==> src/rtl/mem_block_copier_pkg.sv <==
// Shared definitions for the block copier: FSM state encoding and copy direction.
package mem_block_copier_pkg;

  typedef enum logic [1:0] {
    ST_IDLE  = 2'd0,
    ST_READ  = 2'd1,
    ST_WRITE = 2'd2,
    ST_DONE  = 2'd3
  } copy_state_e;

  typedef enum logic {
    DIR_UP   = 1'b0,
    DIR_DOWN = 1'b1
  } copy_dir_e;

endpackage

==> src/rtl/mem_copy_addr_gen.sv <==
// Source/destination address pair: loaded at copy start, stepped +/-1 per word, wraps.
module mem_copy_addr_gen
  import mem_block_copier_pkg::*;
#(
  parameter int ADDR_WIDTH = 10
) (
  input  logic                  Clock,
  input  logic                  Reset,
  input  logic                  load,
  input  logic                  step,
  input  copy_dir_e             dir,
  input  logic [ADDR_WIDTH-1:0] src_base,
  input  logic [ADDR_WIDTH-1:0] dst_base,
  input  logic [ADDR_WIDTH-1:0] length,
  output logic [ADDR_WIDTH-1:0] src,
  output logic [ADDR_WIDTH-1:0] dst
);

  copy_dir_e             dir_q;
  logic [ADDR_WIDTH-1:0] offset;
  logic [ADDR_WIDTH-1:0] delta;

  // Descending copies start at the last word so overlapping regions copy safely.
  assign offset = (dir == DIR_DOWN) ? length - ADDR_WIDTH'(1) : '0;
  assign delta  = (dir_q == DIR_DOWN) ? '1 : ADDR_WIDTH'(1);

  always_ff @(posedge Clock) begin
    if (Reset) begin
      src   <= '0;
      dst   <= '0;
      dir_q <= DIR_UP;
    end else if (load) begin
      src   <= src_base + offset;
      dst   <= dst_base + offset;
      dir_q <= dir;
    end else if (step) begin
      src <= src + delta;
      dst <= dst + delta;
    end
  end

endmodule

==> src/rtl/mem_block_copier.sv <==
// Word-by-word memory block copier: one read then one write per word, memmove-safe.
module mem_block_copier
  import mem_block_copier_pkg::*;
#(
  parameter int DATA_WIDTH = 8,
  parameter int ADDR_WIDTH = 10
) (
  input  logic                  Clock,
  input  logic                  Reset,
  input  logic                  iStart,
  input  logic [ADDR_WIDTH-1:0] iSrcAddr,
  input  logic [ADDR_WIDTH-1:0] iDstAddr,
  input  logic [ADDR_WIDTH-1:0] iLength,
  output logic                  oBusy,
  output logic                  oDone,
  output logic                  oWriteEnable,
  output logic [ADDR_WIDTH-1:0] oAddress,
  output logic [DATA_WIDTH-1:0] oMemData,
  input  logic [DATA_WIDTH-1:0] iMemData
);

  copy_state_e           state, nstate;
  logic [ADDR_WIDTH-1:0] count;
  logic [ADDR_WIDTH-1:0] src, dst;
  logic                  start;
  copy_dir_e             dir;

  assign start = (state == ST_IDLE) && iStart;
  assign dir   = (iDstAddr > iSrcAddr) ? DIR_DOWN : DIR_UP;

  mem_copy_addr_gen #(.ADDR_WIDTH(ADDR_WIDTH)) u_addr (
    .Clock    (Clock),
    .Reset    (Reset),
    .load     (start),
    .step     (state == ST_WRITE),
    .dir      (dir),
    .src_base (iSrcAddr),
    .dst_base (iDstAddr),
    .length   (iLength),
    .src      (src),
    .dst      (dst)
  );

  always_ff @(posedge Clock) begin
    if (Reset) begin
      state <= ST_IDLE;
      count <= '0;
    end else begin
      state <= nstate;
      if (start)
        count <= iLength;
      else if (state == ST_WRITE)
        count <= count - ADDR_WIDTH'(1);
    end
  end

  always_comb begin
    nstate = state;
    case (state)
      ST_IDLE:  if (iStart) nstate = (iLength != '0) ? ST_READ : ST_DONE;
      ST_READ:  nstate = ST_WRITE;
      ST_WRITE: nstate = (count == ADDR_WIDTH'(1)) ? ST_DONE : ST_READ;
      ST_DONE:  nstate = ST_IDLE;
      default:  nstate = ST_IDLE;
    endcase
  end

  // Memory side decodes registered state only; iStart never reaches these outputs.
  always_comb begin
    oBusy        = 1'b0;
    oDone        = 1'b0;
    oWriteEnable = 1'b0;
    oAddress     = '0;
    oMemData     = '0;
    case (state)
      ST_READ: begin
        oBusy    = 1'b1;
        oAddress = src;
      end
      ST_WRITE: begin
        oBusy        = 1'b1;
        oWriteEnable = 1'b1;
        oAddress     = dst;
        oMemData     = iMemData;
      end
      ST_DONE: oDone = 1'b1;
      default: ;
    endcase
  end

endmodule

==> config.mk <==
export PLATFORM = sky130hd
export DESIGN_NAME = mem_block_copier
export DESIGN_NICKNAME = d
export VERILOG_FILES = /design/src/rtl/mem_block_copier_pkg.sv /design/src/rtl/mem_copy_addr_gen.sv /design/src/rtl/mem_block_copier.sv
export SDC_FILE = /design/constraint.sdc
export NUM_CORES = 1
export LEC_CHECK = 0
export CAP_MARGIN = 30
export CORE_AREA = 4 4 113 115
export DETAILED_ROUTE_END_ITERATION = 8
export DIE_AREA = 0 0 117 119
export PLACE_DENSITY = 0.5
export SLEW_MARGIN = 10
export SYNTH_ARGS = -nofsm -noshare
export SYNTH_HDL_FRONTEND = slang
export SYNTH_SLANG_ARGS = --single-unit
export TNS_END_PERCENT = 1
==> constraint.sdc <==
create_clock -name Clock -period 6 [get_ports Clock]
set_input_delay 1.2 -clock Clock [delete_from_list [all_inputs] [get_ports Clock]]
set_output_delay 1.2 -clock Clock [all_outputs]
set_load 0.02 [all_outputs]
==> results.sh <==
export IMPL_max_freq_mhz=198.4
export IMPL_synth_top_flop_cell="dfxtp_1"
export IMPL_dp_hpwl_mm=8.797
export IMPL_port_buffers=61
export IMPL_drive_gt1_share_pct=5.273
export IMPL_htreeDepth=2
export IMPL_drc=0
export IMPL_avgSynthCellArea_um2=7.781
export IMPL_post_cts_resize_count=0
export IMPL_syn_nets=589
export IMPL_cp_start_kind="input port"
export IMPL_via_per_inst=5.280
export IMPL_start_util_pct=32.54
export IMPL_ys_ff_latch=33
export IMPL_min_period_ns=5.039
export IMPL_critPathArrivalTime_ns=5.21
export IMPL_ctsHoldBuffers=0
export IMPL_clockBufferDepth=2
export IMPL_overflow=0
export IMPL_antenna_found_initial=0
export IMPL_synthArstFlopShare_pct=0
export IMPL_vias=3680
export IMPL_clkTransAtPathRegs_ns=0.05
export IMPL_place_gp_congestion=0.8207
export IMPL_total_power_mw=1.128
export IMPL_irDropWorstVdd_v=0.0001077
export IMPL_post_route_period_util_pct=83.99
export IMPL_ys_types=60
export IMPL_synth_area_um2=3844
export IMPL_area_growth_pct=24.64
export IMPL_post_cts_buffers=0
export IMPL_grt_first_pass_wirelength_mm=18.37
export IMPL_placed_area_um2=4598
export IMPL_crit_fanout=9
export IMPL_num_rows=40
export IMPL_rsz0062_at_grt="false"
export IMPL_final_hold_viol_count=0
export IMPL_routed_wirelength_mm=11.16
export IMPL_dieArea_um2=13920
export IMPL_fp_dieW_um=117
export IMPL_postSynthCellCount=494
export IMPL_grt_pass1_vias=3649
export IMPL_synth_edff_count=0
export IMPL_cts_buffers=5
export IMPL_root_buffer="clkbuf_16"
export IMPL_slew_headroom_pct=38.53
export IMPL_leakagePower_nw=1.911
export IMPL_crit_type="input port to flop"
export IMPL_final_fill_count=1224
export IMPL_numClockSinks=33
export IMPL_grt_max_degree=48
export IMPL_initialDrtViolationCount=195
export IMPL_endpoint_kind="flop"
export IMPL_hold_class="flop to flop"
export IMPL_antenna_cells=0
export IMPL_setup_slack_ns=0.9607
export IMPL_cts_tree="built"
export IMPL_skew_ns=0.004674
export IMPL_tightest_slew_ns=0.9198
export IMPL_utilization_pct=40.56
export IMPL_track_usage_pct=16.46
export IMPL_clk_latency_ns=0.28
export IMPL_layout_nets=644
export IMPL_dp_cells=688
export IMPL_run_status="completed"
export IMPL_yosys_warnings=0
export IMPL_cp_required_ns=6.17
export IMPL_tns_ns=0
export IMPL_maxCapViolations=0
export IMPL_slew_violations=0
export IMPL_ios=62
export IMPL_final_cells=697
export IMPL_routedWlPerCell_um=16.00
export IMPL_core_um2=11810
export IMPL_setup_viol=0
export IMPL_first_pass_iters=5
export IMPL_design_area_um2=4791
export IMPL_die_h_um=119
export IMPL_ant_nets=0
export IMPL_power_density_nw_per_um2=235.5
export IMPL_post_place_ws_ns=0.6655
export IMPL_ys_seq_area_share_pct=17.19
export IMPL_whs_ns=0.5748
-- where the power goes --
| group | total [mW] | switching, mW | internal (mW) | leakage (nW) |
|---|---|---|---|---|
| clock | 0.301 | 0.0941 | 0.207 | 0.0841 |
| sequential | 0.302 | 0.0421 | 0.260 | 0.272 |
| combinational | 0.525 | 0.291 | 0.234 | 1.55 |
| total | 1.13 | 0.427 | 0.701 | 1.91 |
-- cell usage after synthesis (all sizes together) (6+ instances only) --
master / n / area share, %
and2: 10 / 1.6
dfxtp: 33 / 17
nor2: 49 / 4.8
buf: 6 / 0.62
a22oi: 11 / 2.1
or2: 6 / 0.98
nand2: 31 / 3.0
a21o: 6 / 1.2
o22ai: 6 / 0.98
xnor2: 24 / 5.7
nand3: 9 / 1.3
nor3: 20 / 2.9
ha: 52 / 17
o21ai: 16 / 2.1
inv: 32 / 3.1
nand2b: 6 / 0.98
a21oi: 32 / 4.2
nor2b: 17 / 2.8
xor2: 21 / 4.8
a211oi: 23 / 4.6
clkbuf: 11 / 1.1
mux2i: 11 / 2.9
-- final cells by class --
cell class | instances | area [um2] | share of cell area [%]
well taps | 147 | 183.9 | 3.839
repair buffers | 65 | 653.1 | 13.63
multi-input cells | 412 | 3000 | 62.63
inverters | 32 | 120.1 | 2.507
clock inverters | 1 | 30.03 | 0.6268
flip-flops and latches | 33 | 660.6 | 13.79
clock buffers | 7 | 142.6 | 2.977
-- worst paths after layout --
path                              startpoint  slack [ns]  depth (start not counted)                          to
setup / recovery                 iSrcAddr[5]        0.96                         16  u_addr.src[7]$_SDFFE_PP0P_
hold / removal    u_addr.dst[3]$_SDFFE_PP0P_        0.57                          2  u_addr.dst[3]$_SDFFE_PP0P_
setup reg to reg   u_addr.dir_q$_SDFFE_PP0P_        2.84                         10  u_addr.dst[8]$_SDFFE_PP0P_
hold reg to reg   u_addr.dst[3]$_SDFFE_PP0P_        0.57                          2  u_addr.dst[3]$_SDFFE_PP0P_
-- kinds of logic after synthesis --
kind of cell	synth area share, %
buffers and inverters	4.818
muxes	3.158
and+or+nand+nor	23.54
adders and majority gates	17.97
AOI/OAI and AO/OA	22.88
DFF	17.19
xor gates and xnor gates	10.45
-- state kept, by name, summed over array words and instances, names as in the netlist --
register and flops:
count 10, state 2, u_addr.dir_q 1, u_addr.dst 10, u_addr.src 10
-- critical path, stage by stage --
cell,delay [ns]
clkdlybuf4s50_1,0.49
inv_1,0.05
ha_1,0.32
a21oi_1,0.15
o21ai_1,0.12
a2111oi_4,0.68
or2_2,0.32
nor2_1,0.09
ha_1,0.37
nand2_1,0.06
or3_1,0.32
a21o_1,0.18
a31oi_1,0.27
nand3_1,0.15
mux2i_1,0.14
a211o_1,0.29
-- cells in the final DEF (no fill, tap or decap), drive strengths merged, types with 17 or more instances in the layout --
master and count:
a211oi 23, a21oi 32, clkdlybuf4s50 61, dfxtp 33, ha 52, inv 32, nand2 31, nor2 49
nor2b 17, nor3 20, xnor2 24, xor2 21
-- layer usage --
layer	global-route usage [%]	vias to the layer above	part of all wire (%)
met1	23.18	1692	49
met5	0	-	0
met3	2.134	5	3.9
met2	26.56	87	46
li1	-	1896	-
met4	3.728	0	0.86
Power figures use the tool's default switching activity.
